<file path="src/rtl/ws2812_encoder_pkg.sv">
// Timing constants and stream types shared by the WS2812 encoder and the LED-stream decoder.
// All durations are in clk cycles at 100 MHz.
package timing_constants;
  localparam int T0H_CYCLES    = 40;
  localparam int T0L_CYCLES    = 85;
  localparam int T1H_CYCLES    = 80;
  localparam int T1L_CYCLES    = 45;
  localparam int TRESET_CYCLES = 5000;
endpackage

package pipeline_types;
  localparam int PIXEL_BITS = 24;

  typedef struct packed {
    logic [PIXEL_BITS-1:0] data;
    logic                  last;
  } encoder_input_t;

  typedef enum logic [1:0] {
    ST_IDLE,
    ST_HIGH,
    ST_LOW,
    ST_LATCH
  } encoder_state_t;
endpackage

</file>
<file path="src/rtl/ws2812_encoder_phase_timer.sv">
// Down-counter for one waveform phase. It loads (duration - 1), counts down, and holds done
// high while the count sits at zero.
module phase_timer #(
  parameter int CNT_WIDTH = 13
) (
  input  logic                 i_clk,
  input  logic                 i_reset,
  input  logic                 load,
  input  logic [CNT_WIDTH-1:0] load_value,
  output logic                 done
);
  logic [CNT_WIDTH-1:0] count;

  always_ff @(posedge i_clk) begin
    if (i_reset)
      count <= '0;
    else if (load)
      count <= load_value;
    else if (count != '0)
      count <= count - CNT_WIDTH'(1);
  end

  assign done = (count == '0);
endmodule

</file>
<file path="src/rtl/ws2812_encoder.sv">
// Serialises GRB pixel words, MSB first, into the WS2812 NRZ line waveform and ends each frame
// with a latch period. Optional WS2812_UNDERFLOW_LATCH_EN latches a starved frame and flags it.
//
// state    | meaning
// ST_IDLE  | line low, waiting for the first pixel of a frame
// ST_HIGH  | high phase of the current bit
// ST_LOW   | low phase of the current bit; the next pixel may be taken on its last cycle
// ST_LATCH | reset/latch low period after a frame
module ws2812_encoder
  import pipeline_types::*;
  import timing_constants::*;
#(
  parameter int BITS_PER_PIXEL = 24,
  parameter int CNT_WIDTH      = 13
) (
  input  logic           i_clk,
  input  logic           i_reset,
  input  encoder_input_t i_pixel,
  input  logic           i_valid,
  output logic           o_ready,
  output logic           o_dout,
  output logic           o_busy,
  output logic           o_latch_done
`ifdef WS2812_UNDERFLOW_LATCH_EN
  ,
  output logic           o_underflow
`endif
);
  localparam int IDX_W = $clog2(BITS_PER_PIXEL);
  localparam logic [IDX_W-1:0]     IDX_TOP   = IDX_W'(BITS_PER_PIXEL - 1);
  localparam logic [CNT_WIDTH-1:0] ONE       = CNT_WIDTH'(1);
  localparam logic [CNT_WIDTH-1:0] T0H_LD    = CNT_WIDTH'(T0H_CYCLES) - ONE;
  localparam logic [CNT_WIDTH-1:0] T0L_LD    = CNT_WIDTH'(T0L_CYCLES) - ONE;
  localparam logic [CNT_WIDTH-1:0] T1H_LD    = CNT_WIDTH'(T1H_CYCLES) - ONE;
  localparam logic [CNT_WIDTH-1:0] T1L_LD    = CNT_WIDTH'(T1L_CYCLES) - ONE;
  localparam logic [CNT_WIDTH-1:0] TRESET_LD = CNT_WIDTH'(TRESET_CYCLES) - ONE;

  encoder_state_t            state, state_n;
  logic [BITS_PER_PIXEL-1:0] shreg;
  logic [IDX_W-1:0]          bit_idx;
  logic                      last_q;
  logic                      transfer;
  logic                      shift;
  logic                      tmr_load;
  logic [CNT_WIDTH-1:0]      tmr_value;
  logic                      tmr_done;
`ifdef WS2812_UNDERFLOW_LATCH_EN
  logic                      uf_set;
  logic                      underflow_q;
`endif

  function automatic logic [CNT_WIDTH-1:0] high_len(input logic b);
    return b ? T1H_LD : T0H_LD;
  endfunction

  function automatic logic [CNT_WIDTH-1:0] low_len(input logic b);
    return b ? T1L_LD : T0L_LD;
  endfunction

  phase_timer #(.CNT_WIDTH(CNT_WIDTH)) u_timer (
    .i_clk      (i_clk),
    .i_reset    (i_reset),
    .load       (tmr_load),
    .load_value (tmr_value),
    .done       (tmr_done)
  );

  // The next pixel is only taken on the very last LOW cycle of bit 0, so pixels abut seamlessly.
  assign o_ready  = (state == ST_IDLE) ||
                    (state == ST_LOW && tmr_done && bit_idx == '0 && !last_q);
  assign transfer = i_valid && o_ready;
  assign o_busy   = (state != ST_IDLE);

  always_comb begin
    state_n   = state;
    shift     = 1'b0;
    tmr_load  = 1'b0;
    tmr_value = '0;
`ifdef WS2812_UNDERFLOW_LATCH_EN
    uf_set    = 1'b0;
`endif
    unique case (state)
      ST_IDLE: begin
        if (transfer) begin
          state_n   = ST_HIGH;
          tmr_load  = 1'b1;
          tmr_value = high_len(i_pixel.data[BITS_PER_PIXEL-1]);
        end
      end
      ST_HIGH: begin
        if (tmr_done) begin
          state_n   = ST_LOW;
          tmr_load  = 1'b1;
          tmr_value = low_len(shreg[BITS_PER_PIXEL-1]);
        end
      end
      ST_LOW: begin
        if (tmr_done) begin
          tmr_load = 1'b1;
          if (bit_idx != '0) begin
            state_n   = ST_HIGH;
            shift     = 1'b1;
            tmr_value = high_len(shreg[BITS_PER_PIXEL-2]);
          end else if (last_q) begin
            state_n   = ST_LATCH;
            tmr_value = TRESET_LD;
          end else if (transfer) begin
            state_n   = ST_HIGH;
            tmr_value = high_len(i_pixel.data[BITS_PER_PIXEL-1]);
          end else begin
`ifdef WS2812_UNDERFLOW_LATCH_EN
            state_n   = ST_LATCH;
            tmr_value = TRESET_LD;
            uf_set    = 1'b1;
`else
            state_n   = ST_IDLE;
            tmr_load  = 1'b0;
`endif
          end
        end
      end
      ST_LATCH: begin
        if (tmr_done)
          state_n = ST_IDLE;
      end
      default: state_n = ST_IDLE;
    endcase
  end

  always_ff @(posedge i_clk) begin
    if (i_reset) begin
      state        <= ST_IDLE;
      shreg        <= '0;
      bit_idx      <= '0;
      last_q       <= 1'b0;
      o_dout       <= 1'b0;
      o_latch_done <= 1'b0;
    end else begin
      state        <= state_n;
      o_dout       <= (state_n == ST_HIGH);
      o_latch_done <= (state == ST_LATCH) && tmr_done;
      if (transfer) begin
        shreg   <= i_pixel.data[BITS_PER_PIXEL-1:0];
        last_q  <= i_pixel.last;
        bit_idx <= IDX_TOP;
      end else if (shift) begin
        shreg   <= {shreg[BITS_PER_PIXEL-2:0], 1'b0};
        bit_idx <= bit_idx - IDX_W'(1);
      end
    end
  end

`ifdef WS2812_UNDERFLOW_LATCH_EN
  always_ff @(posedge i_clk) begin
    if (i_reset)
      underflow_q <= 1'b0;
    else if (uf_set)
      underflow_q <= 1'b1;
  end

  assign o_underflow = underflow_q;
`endif
endmodule

</file>
<file path="config.mk">
export PLATFORM = sky130hd
export DESIGN_NAME = ws2812_encoder
export DESIGN_NICKNAME = d
export VERILOG_FILES = /design/src/rtl/ws2812_encoder_pkg.sv /design/src/rtl/ws2812_encoder_phase_timer.sv /design/src/rtl/ws2812_encoder.sv
export SDC_FILE = /design/constraint.sdc
export NUM_CORES = 1
export LEC_CHECK = 0
export CORE_UTILIZATION = 35
export CTS_BUF_LIST = sky130_fd_sc_hd__clkbuf_2 sky130_fd_sc_hd__clkbuf_4 sky130_fd_sc_hd__clkbuf_8
export DETAILED_ROUTE_END_ITERATION = 10
export PLACE_DENSITY = 0.56
export SLEW_MARGIN = 20
export SYNTH_ARGS = -nofsm -noshare
export SYNTH_HDL_FRONTEND = slang
export SYNTH_SLANG_ARGS = --single-unit
</file>
<file path="constraint.sdc">
create_clock -name i_clk -period 5.4 [get_ports i_clk]
set_clock_uncertainty 0.1 [all_clocks]
set_input_delay 1.08 -clock i_clk [delete_from_list [all_inputs] [get_ports i_clk]]
set_output_delay 1.08 -clock i_clk [all_outputs]
set_load 0.02 [all_outputs]
</file>
==> Flow_metrics.wiki, run 1 <==
{| class="wikitable"
! Metric !! Value
|-
| Outcome || complete, no violations
|-
| Drt first pass iters || 4
|-
| Arrival time worst endpoint || 2520 ps
|-
| Clock transition at the registers of the reported paths || 110 ps
|-
| CTS tree || yes
|-
| Final RePlAce weighted congestion || 0.8467
|-
| Total routed wirelength || 5783 microns
|-
| Synth warn || 0
|-
| Hold slack final || 370.0 ps
|-
| Routed Antenna Nets || 0
|-
| Kind of start point of the critical path || flop
|-
| Clk Tree Root Cell || sky130_fd_sc_hd__clkbuf_8
|-
| Most used cells in the layout excluding fill and tap cells || 47 x sky130_fd_sc_hd__dfxtp_1, 34 x sky130_fd_sc_hd__nand2_1, 33 x sky130_fd_sc_hd__nor2_1
|-
| Placed cell area || between 2000 and 3000 sq um
|-
| Leading area contributor after synthesis || sky130_fd_sc_hd__dfxtp_1
|-
| Critical path cell sequence || inv_1 > ha_1 > nor4b_1 > and4b_1 > buf_4 > a21oi_1 > nor2_1 > clkdlybuf4s50_1
|-
| Delay of the slowest critical-path stage || 610 ps
|-
| CP Data Required Time || 4220 ps
|-
| Ant diodes || 0
|-
| Critical path endpoint category || output pin
|-
| Net Count, Synth || 328
|-
| Area of the core region || 7253 sq um
|-
| Critical Path Slowest Stage Cell || sky130_fd_sc_hd__clkdlybuf4s50_1
|-
| Count of distinct cell types in the synthesized netlist || 54
|-
| Die X-Extent || 88.63 microns
|-
| VDD IR max || 0.2997 mV
|-
| Remaining global-route overflow || 0
|-
| Number of setup violations in the final report || 0
|-
| Via count of the routed design || 2,180
|-
| Effective utilization at floorplan || 0.3621
|-
| Relative slew slack || 0.4226
|-
| Share of cells above drive strength 1 || 0.1735
|-
| Wire length of the first global-routing pass || 9618 microns
|-
| Post-Synthesis Cell Area || around 2600 sq um
|-
| Minimum period implied by the final worst setup slack || about 3700 ps
|-
| Critical Setup Path Class || flop to output pin
|-
| I/O pin cnt || 32
|-
| Number of buffers added for setup after CTS || 0
|-
| Layout overhead on the synthesized area || 14.67%
|-
| Lkg Pwr || 1.036 nW
|-
| Highest layer used for signal routing || met4
|-
| Register-to-Register Setup Slack || 2740 ps
|-
| Period utilization || 0.6855
|-
| Share of synthesized area occupied by flip-flops and latches || 0.3583
|-
| Maximum fanout along the worst path || 15
|-
| Unrepaired setup endpoints after global routing || no
|-
| Most common cell after layout, fill and taps aside || sky130_fd_sc_hd__dfxtp_1
|-
| Detailed placer's ending HPWL || ~3900 microns
|-
| Cells after Synth || 296
|-
| Path type of the worst min-delay path || flop to flop
|-
| Maximum number of pins on one net before global-route repair || 35
|-
| Met3 wire len || roughly 220 microns
|-
| Max Clock Freq || between 200 and 300 MHz
|-
| Post-cts resize count || 0
|-
| WL per Instance || 13.90 microns
|-
| Post-detailed-route DRC marker count || 0
|-
| Vias per Instance || about 5.2
|-
| Final Core Density || 0.4152
|-
| Count of state elements after synthesis || 47
|-
| Min-Delay Startpoint || shreg[5]
|-
| Reg-to-reg startpoint || u_timer.count[0]
|-
| H-tree level count || 2
|-
| Share of the synthesized area in the top cell type || 0.3583
|-
| Post-synth EDFFs || 0
|-
| Mean Syn Cell Area || between 8 and 9 sq um
|-
| Dominant register cell in the synthesized netlist || sky130_fd_sc_hd__dfxtp_1
|-
| Net total in the final layout || 348
|-
| WHS Path Cells || 2
|-
| Skew-Pair Late Insertion Delay || around 310 ps
|-
| Num CTS Buffers || 5
|-
| Hold endpoint || shreg[5]
|-
| Final Hold Viols || 0
|-
| Maximum clock path buffer count || 2
|-
| All-Layer GR Usage || 0.1589
|-
| TNS Setup || 0 ps
|-
| Number of antenna violations at the first check in global routing || 0
|-
| Sinks on Clock Net || 47
|-
| Post-route cell area || 3012 sq um
|-
| Number of cells on the worst reg-to-reg path || 8
|-
| Share of flip-flops with an asynchronous set or reset || 0
|-
| Top area cells in the synthesized netlist || sky130_fd_sc_hd__dfxtp_1 36%, sky130_fd_sc_hd__a211oi_2 8.1%, sky130_fd_sc_hd__a21oi_2 5.7%
|-
| Buffers & Inverters on Critical Path || 3
|-
| Post-CTS Hold Buffers || 0
|-
| Wire length on met1 || 2802 microns
|-
| Power per cell area || about 490 nW/um^2
|-
| Wire length on met2 || 2698 microns
|-
| Slew at the pin closest to its max-slew limit || 863.9 ps
|-
| Num rows || 31
|-
| Total Die Area || slightly below 8000 sq um
|-
| End of the worst register-to-register path || u_timer.count[5]
|-
| Max-Cap Viols || 0
|-
| Count of port buffers added during placement || 31
|-
| Violation count after the first detailed-route iteration || between 100 and 150
|-
| Overall power || 1.470 mW
|-
| Number of fill cells || between 700 and 800
|-
| Via count of the first global-routing pass || 2,071
|-
| Fin. max-slew vios || 0
|-
| Kind of cell adding the most delay to the critical path || buffers and inverters
|-
| Chip Height || roughly 89 microns
|}
final cells by class:
class / instances / area [sq um] / share of cell area
clock inverters: 3 / 27.53 / 0.009140
clock buffers: 5 / 68.82 / 0.02285
well taps: 99 / 123.9 / 0.04113
repair buffers: 33 / 320.3 / 0.1064
inverters: 9 / 33.78 / 0.01122
multi-input cells: 220 / 1496 / 0.4969
flip-flops and latches: 47 / 940.9 / 0.3124
power breakdown:
group	internal [mW]	switching, mW	total [mW]
clock network	0.0961	0.134	0.230
registers	0.443	0.100	0.543
logic	0.300	0.395	0.696
total	0.840	0.630	1.47
worst min-delay path, delay by kind of cell (launching register included):
| family | cells | cell delay (ps) |
|---|---|---|
| compound gates | 1 | 50 |
| simple gates | 1 | 50 |
| flops | 1 | 330 |
per-layer routing:
layer	track usage	up-vias
li1	-	1096
met2	0.2678	42
met1	0.2026	1035
met5	0	-
met3	0.03451	7
met4	0.04985	0
worst max-delay path by stage:
stage	startpoint	end	slack, ps	depth (start not counted)
floorplan	u_timer.count[0]	o_ready	2460	8
global placement	u_timer.count[0]	o_ready	2070	8
detailed placement	u_timer.count[0]	o_ready	2060	8
CTS	u_timer.count[0]	o_ready	1700	8
global route	u_timer.count[0]	o_ready	1480	8
finish	u_timer.count[0]	o_ready	1700	8
cell usage after synthesis, drive strengths merged, types with 5 or more instances:
master and instances:
dfxtp 47, a21oi 36, nand2 34, nor2 33, a211oi 23, nor3 16
buf 10, clkbuf 10, nand3 10, inv 9, xor2 8, o21ai 5
xnor2 5
sequential cells by signal, summed over array words and instances, names as in the netlist:
signal         count
shreg             24
u_timer.count     13
bit_idx            5
state              2
last_q             1
o_dout             1
o_latch_done       1
metrics by stage:
step | cells | setup WS, ps
final | 416 | 1698
after CTS | 416 | 1695
after global routing | 416 | 1485
after detailed placement | 408 | 2062
after floorplan | 296 | 2465
after global placement | 408 | 2070
cell families after synthesis:
family / after synthesis / synth area share
simple gates: 118 / 0.2273
compound gates: 85 / 0.2801
fa+ha+maj: 4 / 0.01906
flops: 47 / 0.3583
buf+inv: 29 / 0.07194
xor+xnor: 13 / 0.04335
Power figures use the tool's default switching activity.
==> inputs of run 2 (changes only) <==
--- a/config.mk
+++ b/config.mk
@@ -8,7 +8,7 @@
 export CORE_UTILIZATION = 35
 export CTS_BUF_LIST = sky130_fd_sc_hd__clkbuf_2 sky130_fd_sc_hd__clkbuf_4 sky130_fd_sc_hd__clkbuf_8
 export DETAILED_ROUTE_END_ITERATION = 10
-export PLACE_DENSITY = 0.56
+export PLACE_DENSITY = 0.58
 export SLEW_MARGIN = 20
 export SYNTH_ARGS = -nofsm -noshare
 export SYNTH_HDL_FRONTEND = slang
==> constraint.sdc (replaced) <==
create_clock -name i_clk -period 3.3 [get_ports i_clk]
set_clock_uncertainty 0.1 [all_clocks]
set_input_delay 0.66 -clock i_clk [delete_from_list [all_inputs] [get_ports i_clk]]
set_output_delay 0.66 -clock i_clk [all_outputs]
set_load 0.02 [all_outputs]
==> run 2 against run 1 <==
Worst setup slack worse by 1500 ps. Via count is 0.41% higher. First-iteration DRC count is 28% lower. Utilization is 0.69 points higher. Critical path depth is 1 lower. Critical path type unchanged. Highest routed layer unchanged. Non-clock buffer count is 6 higher. Clock power is 63% higher. Cell area is 1.7% higher. Count of clock-buffer cells in the layout stayed put. Sequential share of layout area is 0.51 points lower. Sequential cell count stayed put. Global-route usage is 0.50 points higher.
==> Flow_metrics.wiki, run 2 (synthesis results as in run 1) <==
{| class="wikitable"
! Metric !! Value
|-
| Post-detailed-route DRC marker count || 0 (unchanged)
|-
| Sinks on Clock Net || 47 (unchanged)
|-
| Remaining global-route overflow || 0 (unchanged)
|-
| VDD IR max || 0.5248 mV (+75%)
|-
| Share of power burned in the clock network || 0.154 (-0.003)
|-
| Worst setup slack before clock tree synthesis || 421.1 ps (-1641 ps)
|-
| Buffers & Inverters on Critical Path || 2 (-1)
|-
| Critical Setup Path Class || flop to output pin
|-
| Clock transition at the registers of the reported paths || 110 ps (about the same)
|-
| Kind of cell adding the most delay to the critical path || simple AND/OR/NAND/NOR gates
|-
| Number of antenna violations at the first check in global routing || 0 (unchanged)
|-
| Maximum clock path buffer count || 2 (unchanged)
|-
| Total internal power || 1.392 mW (+66%)
|-
| Fin. max-slew vios || 0 (unchanged)
|-
| I/O pin cnt || 32 (unchanged)
|-
| Most common cell after layout, fill and taps aside || sky130_fd_sc_hd__dfxtp_1
|-
| WHS Path Cells || 2 (unchanged)
|-
| Layout overhead on the synthesized area || 16.58%
|-
| Fraction of power consumed by combinational cells || 0.478 (+0.005)
|-
| Flip-flop count of the largest register, all copies and words added || 24 (unchanged)
|-
| Relative slew slack || 0.5314 (+0.1087)
|-
| TNS Setup || 0 ps (unchanged)
|-
| Max Clock Freq || 325.1 MHz
|-
| Slew at the pin closest to its max-slew limit || 702.9 ps (-161.0 ps)
|-
| Count of port buffers added during placement || 31 (unchanged)
|-
| Maximum number of pins on one net before global-route repair || 26 (-26%)
|-
| Kind of start point of the critical path || flop
|-
| Max-Cap Viols || 0 (unchanged)
|-
| Final Hold Viols || 0 (unchanged)
|-
| Hold endpoint || shreg[5]
|-
| Sequential group share of total power || 0.368 (-0.002)
|-
| Hold slack final || 369.9 ps (-0.1190 ps)
|-
| Wire length of the first global-routing pass || 9977 microns (+3.7%)
|-
| CP Data Required Time || 2540 ps (-1680 ps)
|-
| Share of cells above drive strength 1 || 0.1950 (+0.02154)
|-
| Maximum fanout along the worst path || 6 (-9)
|-
| Via count of the routed design || 2,189 (+0.41%)
|-
| Unrepaired setup endpoints after global routing || no
|-
| Final RePlAce weighted congestion || 0.8499 (+0.38%)
|-
| Area of the core region || 7253 sq um (unchanged)
|-
| Placed cell count || 414 (+1.5%)
|-
| Clk Tree Root Cell || sky130_fd_sc_hd__clkbuf_8
|-
| Critical Path Slowest Stage Cell || sky130_fd_sc_hd__clkdlybuf4s50_1
|-
| Critical path cell sequence || inv_1 > ha_1 > nor4b_4 > and2_2 > a21oi_1 > nor2_1 > clkdlybuf4s50_1
|-
| Via count of the first global-routing pass || 2,057 (-0.68%)
|-
| Violation count after the first detailed-route iteration || 91 (-28%)
|-
| Effective utilization at floorplan || 0.3621 (unchanged)
|-
| All-Layer GR Usage || 0.1639 (+0.004979)
|-
| Reg-to-reg startpoint || u_timer.count[0]
|-
| Num rows || 31 (unchanged)
|-
| Post-cts resize count || 0 (unchanged)
|-
| End of the worst register-to-register path || u_timer.count[6]
|-
| Number of setup violations in the final report || 0 (unchanged)
|-
| Num CTS Buffers || 5 (unchanged)
|-
| WL per Instance || 14.12 microns (+1.6%)
|-
| Number of buffers added for setup after CTS || 0 (unchanged)
|-
| Overall power || 2.432 mW (+65%)
|-
| Arrival time worst endpoint || 2320 ps (-200 ps)
|-
| Vias per Instance || 5.187 (-1.0%)
|-
| Most used cells in the layout excluding fill and tap cells || 47 x sky130_fd_sc_hd__dfxtp_1, 34 x sky130_fd_sc_hd__nand2_1, 33 x sky130_fd_sc_hd__nor2_1
|-
| Final cell count without fillers || 422 (+1.4%)
|-
| Drt first pass iters || 4 (unchanged)
|-
| Chip Height || 88.63 microns (unchanged)
|-
| Min-Delay Startpoint || shreg[5]
|-
| Total Die Area || 7854 sq um (unchanged)
|-
| Die X-Extent || 88.63 microns (unchanged)
|-
| Number of fill cells || 748 (+1.1%)
|-
| Minimum period implied by the final worst setup slack || about 3100 ps
|-
| Routed Antenna Nets || 0 (unchanged)
|-
| Final setup slack of the worst path || 224.0 ps (-1474 ps)
|-
| Total routed wirelength || 5959 microns (+3.0%)
|-
| Detailed placer's ending HPWL || 4070 microns (+5.1%)
|-
| CTS tree || yes
|-
| Number of cells on the worst reg-to-reg path || 8 (unchanged)
|-
| Register-to-Register Setup Slack || 800 ps (-1940 ps)
|-
| Period utilization || 0.9321
|-
| Net total in the final layout || 354 (+1.7%)
|-
| Path type of the worst min-delay path || flop to flop
|-
| Power per cell area || 794.3 nW/um^2 (+63%)
|-
| Net switching power || 1.040 mW (+65%)
|-
| Largest reg by FF count || shreg
|-
| Net switching fraction of the power || 0.4277 (-0.001074)
|-
| Ant diodes || 0 (unchanged)
|-
| Post-CTS Hold Buffers || 0 (unchanged)
|-
| Outcome || complete, no violations
|-
| Lkg Pwr || 1.067 nW (+3.0%)
|-
| Delay of the slowest critical-path stage || 620 ps (about the same)
|-
| Skew-Pair Late Insertion Delay || 320 ps (about the same)
|-
| Critical path endpoint category || output pin
|-
| Largest registers in the final layout || shreg: 24 flops, u_timer.count: 13 flops, bit_idx: 5 flops
|-
| H-tree level count || 2 (unchanged)
|}
run 2: worst register-to-register path, stage by stage, from the launching register on:
cell                       delay, ps
sky130_fd_sc_hd__dfxtp_1         350
sky130_fd_sc_hd__inv_1            90
sky130_fd_sc_hd__ha_1            150
sky130_fd_sc_hd__nor4b_2         250
sky130_fd_sc_hd__and4b_1         290
sky130_fd_sc_hd__buf_4           240
sky130_fd_sc_hd__and2_4          440
sky130_fd_sc_hd__a22oi_1         250
sky130_fd_sc_hd__a221oi_2        270
run 2: power by group through the flow:
stage	sequential [mW]	clock (mW)	combinational [mW]
CTS	0.888	0.388	1.16
global route	0.919	0.420	1.31
floorplan	0.864	0	0.959
detailed placement	0.900	0	1.16
global placement	0.902	0	1.15
finish	0.895	0.375	1.16
run 2: per-stage QoR:
stage / utilization / instance area [sq um]
finish: 0.4221 / 3062
CTS: 0.4211 / 3054
floorplan: - / 2626
detailed placement: 0.4081 / 2960
global route: 0.4221 / 3062
global placement: 0.4081 / 2960
run 2: worst max path at each step:
stage	start	to	slack [ps]	cells after the start
floorplan	u_timer.count[0]	o_ready	780	8
global placement	i_valid	shreg[11]	490	7
detailed placement	i_valid	shreg[9]	420	7
CTS	u_timer.count[0]	o_ready	160	7
global route	bit_idx[1]	o_ready	30	7
finish	bit_idx[0]	o_ready	220	7
run 2: area by class of cell:
class                           instances  area (sq um)  area share
Sequential cell                        47         940.9      0.3073
Timing Repair Buffer                   39         365.4      0.1193
Multi-Input combinational cell        220          1504      0.4912
Inverter                                9         33.78     0.01103
Clock buffer                            5         68.82     0.02248
Clock inverter                          3         25.02    0.008173
Tap cell                               99         123.9     0.04046
run 2: per-layer routing:
| metal | part of all wire | GRT usage | up-vias |
|---|---|---|---|
| met5 | 0 | 0 | - |
| met4 | 0.014 | 0.05425 | 0 |
| met3 | 0.035 | 0.03451 | 7 |
| met2 | 0.45 | 0.2559 | 40 |
| met1 | 0.50 | 0.2249 | 1033 |
| li1 | - | - | 1109 |
==> inputs of run 3 (changes only) <==
--- a/config.mk
+++ b/config.mk
@@ -5,6 +5,7 @@
 export SDC_FILE = /design/constraint.sdc
 export NUM_CORES = 1
 export LEC_CHECK = 0
+export CORE_MARGIN = 5
 export CORE_UTILIZATION = 35
 export CTS_BUF_LIST = sky130_fd_sc_hd__clkbuf_2 sky130_fd_sc_hd__clkbuf_4 sky130_fd_sc_hd__clkbuf_8
 export DETAILED_ROUTE_END_ITERATION = 10
==> run 3 against run 2 <==
Global-route usage is 3.5 points lower. Die area is 19% higher. Utilization is 0.24 points lower. Final cell count stayed put.
==> Flow_metrics.wiki, run 3 (synthesis results as in run 1) <==
{| class="wikitable"
! Metric !! Value
|-
| Outcome || complete, no violations
|-
| Kind of start point of the critical path || flop
|-
| Total Die Area || 9336 sq um (+19%)
|-
| CTS tree || yes
|-
| Ant diodes || 0 (unchanged)
|-
| Clk Tree Root Cell || sky130_fd_sc_hd__clkbuf_8
|-
| Met3 Use GR || 0.02806 (-0.006457)
|-
| Critical path cell sequence || inv_1 > ha_1 > nor4b_4 > and2_1 > a21oi_1 > nor2_1 > clkdlybuf4s50_1
|-
| Critical Path Slowest Stage Cell || sky130_fd_sc_hd__clkdlybuf4s50_1
|-
| End of the worst register-to-register path || u_timer.count[6]
|-
| Maximum fanout along the worst path || 6 (unchanged)
|-
| Delay of the slowest critical-path stage || 610 ps (about the same)
|-
| H-tree level count || 2 (unchanged)
|-
| Layout overhead on the synthesized area || 16.53% (about the same)
|-
| Critical Setup Path Class || flop to output pin
|-
| Flip-flop count of the largest register, all copies and words added || 24 (unchanged)
|-
| Die X-Extent || 96.63 microns (+9.0%)
|-
| Final Hold Viols || 0 (unchanged)
|-
| Routed Antenna Nets || 0 (unchanged)
|-
| Skew-Pair Late Insertion Delay || 310 ps (about the same)
|-
| Wire length of the first global-routing pass || 10,340 microns (+3.7%)
|-
| Largest registers in the final layout || shreg: 24 flops, u_timer.count: 13 flops, bit_idx: 5 flops
|-
| Unrepaired setup endpoints after global routing || no
|-
| Largest reg by FF count || shreg
|-
| Num CTS Buffers || 5 (unchanged)
|-
| Final cell count without fillers || 422 (unchanged)
|-
| Hold slack final || 372.4 ps (+2.484 ps)
|-
| WL per Instance || 14.16 microns (+0.27%)
|-
| Final Core Density || 0.4197 (-0.002417)
|-
| Relative slew slack || 0.5258 (-0.005563)
|-
| Most common cell after layout, fill and taps aside || sky130_fd_sc_hd__dfxtp_1
|-
| Violation count after the first detailed-route iteration || 75 (-18%)
|-
| I/O pin cnt || 32 (unchanged)
|-
| Most used cells in the layout excluding fill and tap cells || 47 x sky130_fd_sc_hd__dfxtp_1, 34 x sky130_fd_sc_hd__nand2_1, 33 x sky130_fd_sc_hd__nor2_1
|-
| Min-Delay Startpoint || shreg[5]
|-
| Period utilization || 0.9313 (about the same)
|-
| VDD IR max || 0.4639 mV (-12%)
|-
| Final RePlAce weighted congestion || 0.8810 (+3.7%)
|-
| Effective utilization at floorplan || 0.3602 (-0.001926)
|-
| Share of cells above drive strength 1 || 0.1920 (-0.003096)
|-
| Number of buffers added for setup after CTS || 0 (unchanged)
|-
| Drt first pass iters || 4 (unchanged)
|-
| Area of the core region || 7292 sq um (+0.53%)
|-
| Post-detailed-route DRC marker count || 0 (unchanged)
|-
| Net total in the final layout || 354 (unchanged)
|-
| Post-CTS Hold Buffers || 0 (unchanged)
|-
| Path type of the worst min-delay path || flop to flop
|-
| Critical path endpoint category || output pin
|-
| Total routed wirelength || 5975 microns (+0.27%)
|-
| Reg-to-reg startpoint || u_timer.count[0]
|-
| Clock transition at the registers of the reported paths || 100 ps (about the same)
|-
| Net switching power || 1.032 mW (-0.82%)
|-
| Chip Height || 96.63 microns (+9.0%)
|-
| Net switching fraction of the power || 0.4256 (-0.002092)
|-
| All-Layer GR Usage || 0.1291 (-0.03482)
|-
| WHS Path Cells || 2 (unchanged)
|-
| Sinks on Clock Net || 47 (unchanged)
|-
| Slew at the pin closest to its max-slew limit || 711.3 ps (+8.345 ps)
|-
| CP Data Required Time || 2540 ps (about the same)
|-
| Max Clock Freq || 325.4 MHz (about the same)
|-
| Power per cell area || 792.0 nW/um^2 (-0.29%)
|-
| M1 GR Usage || 0.1769 (-0.04801)
|-
| Sequential group share of total power || 0.370 (+0.002)
|-
| Maximum clock path buffer count || 2 (unchanged)
|-
| Vias per Instance || 5.209 (+0.41%)
|-
| GRT busiest layer || met2
|-
| Arrival time worst endpoint || 2310 ps (about the same)
|-
| Remaining global-route overflow || 0 (unchanged)
|-
| Met2 usage in global routing || 0.1969 (-0.05902)
|-
| Number of setup violations in the final report || 0 (unchanged)
|-
| Minimum period implied by the final worst setup slack || 3073 ps (-2.810 ps)
|-
| Share of power burned in the clock network || 0.151 (-0.003)
|-
| Num rows || 31 (unchanged)
|-
| Hold endpoint || shreg[5]
|-
| Count of port buffers added during placement || 31 (unchanged)
|-
| Max-Cap Viols || 0 (unchanged)
|-
| Total internal power || 1.392 mW (about the same)
|-
| Detailed placer's ending HPWL || 4206 microns (+3.3%)
|-
| Number of fill cells || 784 (+4.8%)
|-
| Number of cells on the worst reg-to-reg path || 8 (unchanged)
|-
| Fin. max-slew vios || 0 (unchanged)
|-
| Placed cell count || 414 (unchanged)
|-
| Lkg Pwr || 1.066 nW (about the same)
|-
| TNS Setup || 0 ps (unchanged)
|-
| Maximum number of pins on one net before global-route repair || 26 (unchanged)
|-
| Register-to-Register Setup Slack || 800 ps (about the same)
|-
| Via count of the first global-routing pass || 2,196 (+6.8%)
|-
| Number of antenna violations at the first check in global routing || 0 (unchanged)
|-
| Fraction of power consumed by combinational cells || 0.479 (about the same)
|-
| Via count of the routed design || 2,198 (+0.41%)
|}
-- run 3: how the worst max path moves through the flow --
| stage | startpoint | to | cells after the start |
|---|---|---|---|
| floorplan | u_timer.count[0] | o_ready | 8 |
| global placement | u_timer.count[0] | o_ready | 7 |
| detailed placement | i_valid | shreg[20] | 7 |
| CTS | u_timer.count[0] | o_ready | 7 |
| global route | bit_idx[0] | o_ready | 7 |
| finish | bit_idx[0] | o_ready | 7 |
-- run 3: critical path, delay by kind of cell, from the launching register on --
kind	cells	cell delay [ps]
flops	1	340
buf+inv	2	690
simple gates	3	720
compound gates	1	100
fa+ha+maj	1	150
-- run 3: through the flow --
| step | total power [mW] | setup slack, ps | cell area [sq um] |
|---|---|---|---|
| detailed placement | 2.057 | 465.9 | 2960 |
| global placement | 2.053 | 521.2 | 2960 |
| CTS | 2.439 | 152.9 | 3054 |
| finish | 2.424 | 226.8 | 3060 |
| global route | 2.624 | 59.90 | 3060 |
| floorplan | 1.824 | 784.5 | 2626 |
-- run 3: layout make-up --
class,count,area [sq um],share of cell area
clock inverter,3,25.02,0.008177
inverter,9,33.78,0.01104
sequential,47,940.9,0.3074
timing repair buffer,39,365.4,0.1194
multi-input combinational,220,1503,0.4910
tap,99,123.9,0.04047
clock buffer,5,68.82,0.02249
-- run 3: metal layers --
| metal | share of wire | up-vias |
|---|---|---|
| li1 | - | 1111 |
| met1 | 0.49 | 1031 |
| met2 | 0.45 | 48 |
| met3 | 0.041 | 8 |
| met4 | 0.014 | 0 |
| met5 | 0 | - |
-- run 3: power groups by stage --
| stage | registers (mW) | clock network, mW | logic, mW |
|---|---|---|---|
| floorplan | 0.864 | 0 | 0.959 |
| detailed placement | 0.901 | 0 | 1.16 |
| global placement | 0.903 | 0 | 1.15 |
| finish | 0.897 | 0.366 | 1.16 |
| CTS | 0.892 | 0.386 | 1.16 |
| global route | 0.923 | 0.406 | 1.29 |
-- run 3: what timing repair did --
item / 4_1_cts / 5_1_grt
resized for setup: 0 / 1
hold endpoints to repair: 0 / 0
endpoints found under the setup margin: 0 / 1
